<file path="src/rtl/l1_pkg.sv">
// Shared L1 definitions: default array geometry, lane/word widths and the
// serializer state encoding used across L1 blocks.
package l1_pkg;

  localparam int L1_DATA_WIDTH = 16;
  localparam int L1_ARRAY_SIZE = 8;
  localparam int L1_LW         = L1_DATA_WIDTH + 1;
  localparam int L1_PW         = L1_LW * L1_ARRAY_SIZE;

  typedef enum logic {
    IDLE = 1'b0,
    SEND = 1'b1
  } l1_state_t;

endpackage

</file>
<file path="src/rtl/l1_lane_mux.sv">
// Selects one LW-bit lane out of a packed PW-bit adder-array word by index.
module l1_lane_mux
  import l1_pkg::*;
#(
  parameter int LW         = L1_LW,
  parameter int ARRAY_SIZE = L1_ARRAY_SIZE,
  parameter int SEL_W      = 3
) (
  input  logic [LW*ARRAY_SIZE-1:0] word,
  input  logic [SEL_W-1:0]         sel,
  output logic [LW-1:0]            lane
);

  always_comb begin
    lane = '0;
    for (int i = 0; i < ARRAY_SIZE; i++) begin
      if (sel == SEL_W'(i)) lane = word[i*LW +: LW];
    end
  end

endmodule

</file>
<file path="src/rtl/l1_result_serializer.sv">
// Serializes a packed L1 sum word into one lane per beat, lane 0 first.
// Define L1_SERIALIZER_SKID_EN to add a one-word spare register for full throughput.
module l1_result_serializer
  import l1_pkg::*;
#(
  parameter  int DATA_WIDTH = L1_DATA_WIDTH,
  parameter  int ARRAY_SIZE = L1_ARRAY_SIZE,
  localparam int LW         = DATA_WIDTH + 1,
  localparam int PW         = LW * ARRAY_SIZE,
  localparam int LANE_W     = (ARRAY_SIZE > 1) ? $clog2(ARRAY_SIZE) : 1
) (
  input  logic              clk,
  input  logic              reset,
  input  logic [PW-1:0]     in_data,
  input  logic              in_valid,
  output logic              in_ready,
  output logic [LW-1:0]     out_data,
  output logic [LANE_W-1:0] out_lane,
  output logic              out_last,
  output logic              out_valid,
  input  logic              out_ready
);

  localparam logic [LANE_W-1:0] LAST_LANE = LANE_W'(ARRAY_SIZE - 1);

  l1_state_t         state, state_next;
  logic [PW-1:0]     hold;
  logic [LANE_W-1:0] lane_cnt;
  logic [LW-1:0]     lane_value;
  logic              is_last, accept, beat, last_beat;

`ifdef L1_SERIALIZER_SKID_EN
  logic [PW-1:0]     spare;
  logic              spare_full;
`endif

  assign is_last   = (lane_cnt == LAST_LANE);
  assign accept    = in_valid & in_ready;
  assign beat      = out_valid & out_ready;
  assign last_beat = beat & is_last;

  always_ff @(posedge clk) begin
    if (reset) state <= IDLE;
    else       state <= state_next;
  end

  // A last beat stays in SEND only when another word is already waiting or arriving.
  always_comb begin
    state_next = state;
    case (state)
      IDLE: if (accept) state_next = SEND;
      SEND: begin
        if (last_beat) begin
`ifdef L1_SERIALIZER_SKID_EN
          state_next = (spare_full || accept) ? SEND : IDLE;
`else
          state_next = IDLE;
`endif
        end
      end
      default: state_next = IDLE;
    endcase
  end

  // Outputs are forced quiet while reset is asserted, even if state is still SEND.
  always_comb begin
    in_ready  = 1'b0;
    out_valid = 1'b0;
    out_last  = 1'b0;
    out_lane  = '0;
    out_data  = '0;
    if (!reset) begin
      case (state)
        IDLE: in_ready = 1'b1;
        SEND: begin
          out_valid = 1'b1;
          out_data  = lane_value;
          out_lane  = lane_cnt;
          out_last  = is_last;
`ifdef L1_SERIALIZER_SKID_EN
          in_ready  = !spare_full;
`endif
        end
        default: in_ready = 1'b0;
      endcase
    end
  end

  always_ff @(posedge clk) begin
    if (reset) begin
      hold       <= '0;
      lane_cnt   <= '0;
`ifdef L1_SERIALIZER_SKID_EN
      spare      <= '0;
      spare_full <= 1'b0;
`endif
    end else if (state == IDLE) begin
      if (accept) begin
        hold     <= in_data;
        lane_cnt <= '0;
      end
    end else begin
      if (beat) begin
        if (is_last) begin
          lane_cnt <= '0;
`ifdef L1_SERIALIZER_SKID_EN
          if (spare_full) begin
            hold       <= spare;
            spare_full <= 1'b0;
          end else if (accept) begin
            hold <= in_data;
          end
`endif
        end else begin
          lane_cnt <= lane_cnt + LANE_W'(1);
        end
      end
`ifdef L1_SERIALIZER_SKID_EN
      // A word landing exactly on the last beat bypasses the spare entirely.
      if (accept && !last_beat) begin
        spare      <= in_data;
        spare_full <= 1'b1;
      end
`endif
    end
  end

  l1_lane_mux #(
    .LW        (LW),
    .ARRAY_SIZE(ARRAY_SIZE),
    .SEL_W     (LANE_W)
  ) u_lane_mux (
    .word(hold),
    .sel (lane_cnt),
    .lane(lane_value)
  );

endmodule

</file>
<file path="config.mk">
export PLATFORM = sky130hd
export DESIGN_NAME = l1_result_serializer
export DESIGN_NICKNAME = d
export VERILOG_FILES = /design/src/rtl/l1_pkg.sv /design/src/rtl/l1_lane_mux.sv /design/src/rtl/l1_result_serializer.sv
export SDC_FILE = /design/constraint.sdc
export NUM_CORES = 1
export LEC_CHECK = 0
export BUFFER_PORTS_ARGS = -buffer_cell sky130_fd_sc_hd__buf_2
export CAP_MARGIN = 5
export CORE_ASPECT_RATIO = 1.25
export CORE_MARGIN = 5
export CORE_UTILIZATION = 55
export CTS_CLUSTER_DIAMETER = 120
export DETAILED_ROUTE_END_ITERATION = 12
export GPL_ROUTABILITY_DRIVEN = 0
export GPL_TIMING_DRIVEN = 0
export PLACE_DENSITY = 0.81
export SETUP_SLACK_MARGIN = 0.1
export SLEW_MARGIN = 20
export SYNTH_ARGS = -nofsm -noshare
export SYNTH_HDL_FRONTEND = slang
export SYNTH_SLANG_ARGS = --single-unit
</file>
<file path="constraint.sdc">
create_clock -name clk -period 4.4 [get_ports clk]
set_input_delay 0.88 -clock clk [delete_from_list [all_inputs] [get_ports clk]]
set_output_delay 0.88 -clock clk [all_outputs]
set_load 0.01 [all_outputs]
</file>
==> results.md, run 1 <==
* Status: finished, final reports clean
* Gr ovfl total at 0
* Max Clock Freq at 0.242 GHz
* Area growth syn-to-layout at 23.2%
* R2R Path End: lane_cnt[2]
* Mapped cell area at 6890 um2
* Req. time, crit path at 3.52 ns
* Ys flop type: dfxtp_1
* Total track usage at 29.7%
* Initial antenna violation count at 0
* CTS Root Cell: clkbuf_16
* IO Count at 163
* CTS H-tree depth at 4
* Fraction of layout cells with a size suffix above 1 at 21.2%
* CP Capture Type: output port
* Hold path endpoint: hold[12]
* Worst Clk Skew at 0.00434 ns
* Die width at 110 um
* Wire per inst at 17.4 um
* Cell Area, Placed at 7910 um2
* Die area at 14900 um2
* PD cells at 371 nW/um2
* Num rows at 45
* RSZ-0062 raised after global routing: no
* Hold Startpoint: hold[12]
* Initial DRC Count at 664
* Leakage at 3.32 nW
* Clk_lat worst skew at 0.42 ns
* Vias in the first global route at 6906
* Cts hold-fix bufs at 0
* Tcrit/Tclk final at 94.0%
* Clock sinks at 140
* IO Port Bufs at 162
* Worst-path clk slew at 0.06 ns
* Post-synth EDFFs at 0
* Core area at 12200 um2
* DR pass1 iterations at 8
* Post-layout min period at 4.14 ns
* CP max FO at 10
* Num CTS Buffers at 17
* Post-route DRC at 0
* First-pass GRT wire length at 33600 um
* Finished Cell Area at 8490 um2
* Ys Warns at 0
* Peak VDD IR at 0.211 mV
* Asr flop ratio synth at 0%
* Setup crit start kind: flop
* CTS tree: done
* Vias/cell at 5.58
* Routed via count at 7104
* Final setup fails at 0
* FILL cells at 1099
* Post-cts sizing count at 0
* Flops & latches, synth at 140
* Crit path DAT at 3.26 ns
* Post-Syn Instances at 914
* Max-slew violations at 0
* Max-Cap Viols at 0
* R2R Path Start: lane_cnt[2]
* Count of nets after finishing at 1241
* Starting Density at 56.4%
* Number of setup buffers added after CTS at 0
* Power Total at 3.15 mW
* Reg2Reg Depth at 7
* Final WL at 22200 um
* Worst setup path class: flop to output port
* Worst-Margin Slew at 0.688 ns
* Min Hold Slack at 0.468 ns
* Post-DP HPWL at 16900 um
* CTS Buffer Depth at 2
* N_diodes at 0
* Hold path depth at 2
* Fin. Hold Viols at 0
* Die height at 135 um
* Synthesized Nets at 1060
* Register area share after synthesis at 40.7%
* Worst hold path type: flop to flop
* Setup TNS at 0 ns
* Antenna viol nets, final at 0
* Unique cell type count in the Yosys netlist at 27
* Slew HR at 54.1%
* Syn avg cell area at 7.54 um2
* Reg2reg setup slack at 2.65 ns
* Largest net degree at the start of global routing at 17
-- how the worst max path moves through the flow --
| stage | startpoint | endpoint | slack [ns] |
|---|---|---|---|
| 6_report | lane_cnt[2] | out_data[11] | 0.26 |
| 5_1_grt | lane_cnt[2] | out_data[6] | 0.11 |
| 2_1_floorplan | lane_cnt[2] | out_data[13] | 1.43 |
| 3_3_place_gp | lane_cnt[2] | out_data[8] | 0.73 |
| 4_1_cts | lane_cnt[2] | out_data[7] | 0.25 |
| 3_5_place_dp | lane_cnt[2] | out_data[7] | 0.71 |
-- cell usage in the layout (no fill, tap or decap), types with 3 or more instances in the layout --
cell type   synthesis  routed
and2_1              4       4
o21ai_1            60      60
o211ai_1           17      17
a21oi_1            19      19
o32ai_2             0       5
buf_6              11      11
o31ai_1            17      17
a31oi_1            34      34
clkbuf_1           47      47
nand2_1           189     189
inv_6               0       3
ha_1                6       6
clkbuf_16           0      17
nand3_1            17      17
o21ai_0            93      93
nand2b_1          120     120
nor3b_1            17      17
nor2_1             21      21
nor2b_1            35      35
clkinv_4            0       3
buf_2              22     184
o32ai_1            17      12
inv_1              20      20
dfxtp_1           140     140
clkinv_2            0       3
clkinvlp_4          0       3
-- cell type report --
class | instances | area [um2] | area share [%]
multi-input cells | 673 | 3640 | 42.8
flip-flops and latches | 140 | 2800 | 33.0
repair buffers | 162 | 811 | 9.54
clock buffers | 20 | 457 | 5.38
plain buffers | 80 | 412 | 4.85
well taps | 164 | 205 | 2.42
clock inverters | 12 | 90.1 | 1.06
inverters | 21 | 78.8 | 0.928
-- through the flow --
stage	cells	worst slack (ns)	utilization, %
final	1272	0.263	69.5
after detailed placement	1240	0.711	64.7
after global routing	1272	0.106	69.5
after global placement	1240	0.727	64.7
after floorplan	914	1.43	-
after CTS	1272	0.251	69.2
-- cells in the mapped netlist (2+ instances only) --
cell type / number / area share, %
nand2b_1: 120 / 11
a31oi_1: 34 / 3.1
inv_1: 20 / 1.1
o21ai_1: 60 / 4.4
clkbuf_1: 47 / 2.6
buf_6: 11 / 1.8
o211ai_1: 17 / 1.9
and2_1: 4 / 0.36
nor2b_1: 35 / 3.2
buf_2: 22 / 1.6
o21ai_0: 93 / 6.8
ha_1: 6 / 1.1
dfxtp_1: 140 / 41
nor2_2: 2 / 0.18
nand3_1: 17 / 1.2
nor2_1: 21 / 1.1
nand2_1: 189 / 10
a21oi_1: 19 / 1.4
o32ai_1: 17 / 2.2
o31ai_1: 17 / 1.9
nor3b_1: 17 / 1.9
-- routing by layer --
layer	wire length, um	GRT usage (%)	vias to the layer above
li1	-	-	3442
met5	0	0	-
met3	1990	6.44	91
met4	1130	14.0	0
met2	10600	50.2	366
met1	8440	35.5	3205
-- sequential cells by signal (all words and copies together) (netlist names) --
name      flops
state         1
lane_cnt      3
hold        136
-- cell families (layout without fill, tap and decap cells) --
logic type,Yosys count,count (layout),share of synthesized area [%]
AND/OR/NAND/NOR,407,407,29.3
AO/OA/AOI/OAI,259,259,21.7
flip-flops,140,140,40.7
buffers and inverters,101,295,7.10
adder cells (fa/ha/maj),6,6,1.09
multiplexers,1,1,0.145
-- critical path, cell delays in order (launching register included) --
cell	delay [ns]
dfxtp_1	0.33
buf_2	0.24
clkinv_1	0.24
clkbuf_2	0.25
ha_1	0.22
buf_2	0.17
clkbuf_1	0.21
nor2b_1	0.19
o32ai_1	0.43
nand3_1	0.14
a31oi_1	0.24
buf_2	0.17
-- power by group --
part           total [mW]  switching [mW]  internal, mW
clock                1.32           0.570         0.754
sequential           1.44          0.0652          1.37
combinational       0.391           0.219         0.172
Power figures use the tool's default switching activity.
==> run 2: changes to the inputs <==
--- a/config.mk
+++ b/config.mk
@@ -15,6 +15,7 @@
 export GPL_ROUTABILITY_DRIVEN = 0
 export GPL_TIMING_DRIVEN = 0
 export PLACE_DENSITY = 0.81
+export RECOVER_POWER = 100
 export SETUP_SLACK_MARGIN = 0.1
 export SLEW_MARGIN = 20
 export SYNTH_ARGS = -nofsm -noshare
==> run 2 against run 1 <==
Compared with the run above: via count increased by 0.24%; global-route usage unchanged; non-clock buffer count unchanged; first-iteration DRC count decreased by 1.7%; utilization decreased by 0.93 points; die area unchanged; register-to-register slack got worse by 1.6 ns; final cell count unchanged; power decreased by 0.71%; hold slack improved by 0.0088 ns; count of clock-buffer cells in the layout unchanged; critical path depth unchanged; critical endpoint is now out_data[14]; largest cell class unchanged; largest power group unchanged.
==> results.md, run 2 (synthesis gave the netlist of run 1 again) <==
* Status: finished, final reports clean
* Vias/cell at 5.60 (+0.24%)
* Combinational share of power at 11.9% (-0.5 points)
* Cell count after placement at 1240 (unchanged)
* RSZ-0062 raised after global routing: no
* Leakage at 3.16 nW (-4.7%)
* Setup crit start kind: flop
* Core area at 12200 um2 (unchanged)
* CP max stage cell: o32ai_1
* Reg2reg setup slack at 1.06 ns (-1.59 ns)
* Tcrit/Tclk final at 95.5% (+1.4 points)
* Reg2Reg Depth at 8 (+1)
* Max Clock Freq at 0.238 GHz (-1.5%)
* Clock sinks at 140 (unchanged)
* Gr ovfl total at 0 (unchanged)
* Crit path DAT at 3.32 ns (+0.06 ns)
* Starting Density at 56.4% (unchanged)
* Max-slew violations at 0 (unchanged)
* Commonest non-fill, non-tap cells in the layout: nand2_1, buf_2, o21ai_0, dfxtp_1, nand2b_1
* GR met1 Demand/Resource at 35.5% (unchanged)
* Finished Cell Area at 8380 um2 (-1.3%)
* Fin. Hold Viols at 0 (unchanged)
* Min Hold Slack at 0.477 ns (+0.00876 ns)
* DR pass1 iterations at 7 (-1)
* P_int at 2.28 mW (-0.65%)
* Die width at 110 um (unchanged)
* M3 GR Usage at 6.44% (unchanged)
* CP max FO at 10 (unchanged)
* Num CTS Buffers at 17 (unchanged)
* Area growth syn-to-layout at 21.6%
* Worst setup path class: flop to output port
* Clk_lat worst skew at 0.42 ns (about the same)
* Wire per inst at 17.5 um (+0.68%)
* Initial antenna violation count at 0 (unchanged)
* CTS Root Cell: clkbuf_16
* IO Port Bufs at 162 (unchanged)
* Clock network power share at 42.2% (+0.2 points)
* Fin util at 68.6% (-0.93 points)
* Sequential power share at 45.9% (+0.3 points)
* Layout Cells excl Fill at 1272 (unchanged)
* Biggest regs: hold: 136 flops, lane_cnt: 3 flops, state: 1 flops
* GRT met2 Usage at 50.2% (unchanged)
* Commonest non-fill, non-tap cell in the layout: nand2_1
* Max FFs per register at 136 (unchanged)
* CTS Buffer Depth at 2 (unchanged)
* PD cells at 373 nW/um2 (+0.64%)
* Die height at 135 um (unchanged)
* CTS tree: done
* Initial DRC Count at 653 (-1.7%)
* Post-layout min period at 4.20 ns (+0.0626 ns)
* Power Total at 3.13 mW (-0.71%)
* Final setup fails at 0 (unchanged)
* Switching Fraction at 27.1% (-0.046 points)
* Worst hold path type: flop to flop
* Final WL at 22300 um (+0.68%)
* Max-Cap Viols at 0 (unchanged)
* Crit-path cells: clkbuf_2, clkinv_1, clkbuf_2, ha_1, buf_2, buf_2, nor2b_1, o32ai_1, nand3_1, a31oi_1, clkbuf_1
* Worst Slack Setup Final at 0.200 ns (-0.0626 ns)
* Largest Register: hold
* FILL cells at 1126 (+2.5%)
* Worst Clk Skew at 0.00435 ns (+0.00000305 ns)
* Cts hold-fix bufs at 0 (unchanged)
* First-pass GRT wire length at 33600 um (unchanged)
* N_diodes at 0 (unchanged)
* Total track usage at 29.7% (unchanged)
* Routed via count at 7121 (+0.24%)
* CTS H-tree depth at 4 (unchanged)
* Num rows at 45 (unchanged)
* CP Capture Type: output port
* R2R Path End: hold[67]
* Antenna viol nets, final at 0 (unchanged)
* Slew HR at 44.0% (-10 points)
* Die area at 14900 um2 (unchanged)
* Pre-CTS setup slack at 0.711 ns (unchanged)
* Psw at 846 uW (-0.88%)
* Worst-Margin Slew at 0.839 ns (+0.151 ns)
* Worst-path clk slew at 0.06 ns (about the same)
* Post-DP HPWL at 16900 um (unchanged)
* Fraction of layout cells with a size suffix above 1 at 18.1% (-3.1 points)
* Critical Path Max Stage Delay at 0.44 ns (about the same)
* Largest net degree at the start of global routing at 17 (unchanged)
* IO Count at 163 (unchanged)
* Critical Path End: out_data[14]
* Vias in the first global route at 6906 (unchanged)
* Count of nets after finishing at 1241 (unchanged)
* Peak VDD IR at 0.211 mV (+0.29%)
* Req. time, crit path at 3.52 ns (about the same)
* Setup TNS at 0 ns (unchanged)
* CP Launch Point: lane_cnt[2]
* Number of setup buffers added after CTS at 0 (unchanged)
* R2R Path Start: state
* Post-route DRC at 0 (unchanged)
* Global route hottest layer: met2
* Cell Area, Placed at 7910 um2 (unchanged)
run 2: layout make-up:
| type | instances | area (um2) | area share [%] |
|---|---|---|---|
| repair buffers | 162 | 795 | 9.48 |
| multi-input cells | 673 | 3630 | 43.3 |
| plain buffers | 80 | 327 | 3.90 |
| clock buffers | 20 | 457 | 5.45 |
| flip-flops and latches | 140 | 2800 | 33.4 |
| well taps | 164 | 205 | 2.45 |
| inverters | 21 | 78.8 | 0.941 |
| clock inverters | 12 | 90.1 | 1.07 |
run 2: worst min-delay path by stage:
stage / depth (start not counted) / to / startpoint / slack (ns)
4_1_cts: 2 / hold[28] / hold[28] / 0.47
3_3_place_gp: 2 / hold[87] / hold[87] / 0.45
6_report: 2 / hold[30] / hold[30] / 0.48
3_5_place_dp: 2 / hold[28] / hold[28] / 0.46
5_1_grt: 2 / hold[30] / hold[30] / 0.49
2_1_floorplan: 2 / hold[11] / hold[11] / 0.44
run 2: power by group through the flow:
stage	clock network, mW	logic, mW	registers (mW)
CTS	1.32	0.385	1.43
global route	1.38	0.414	1.44
global placement	0	0.373	1.46
finish	1.32	0.372	1.44
detailed placement	0	0.381	1.46
floorplan	0	0.240	1.44
run 2: metal layers:
| metal | up-vias | routed length (um) |
|---|---|---|
| li1 | 3447 | - |
| met1 | 3225 | 8490 |
| met2 | 370 | 10700 |
| met4 | 0 | 1030 |
| met5 | - | 0 |
| met3 | 79 | 2110 |
run 2: worst max-delay path: cells and delay by family (launching register included):
family,cells,cell delay [ns]
compound gates,2,0.73
simple gates,2,0.33
fa+ha+maj,1,0.22
flops,1,0.34
buf+inv,6,1.28
run 2: what timing repair did:
| action | 4_1_cts | 5_1_grt |
|---|---|---|
| resized for setup | 0 | 7 |
| hold endpoints to repair | 0 | 0 |
| endpoints found under the setup margin | 0 | 9 |
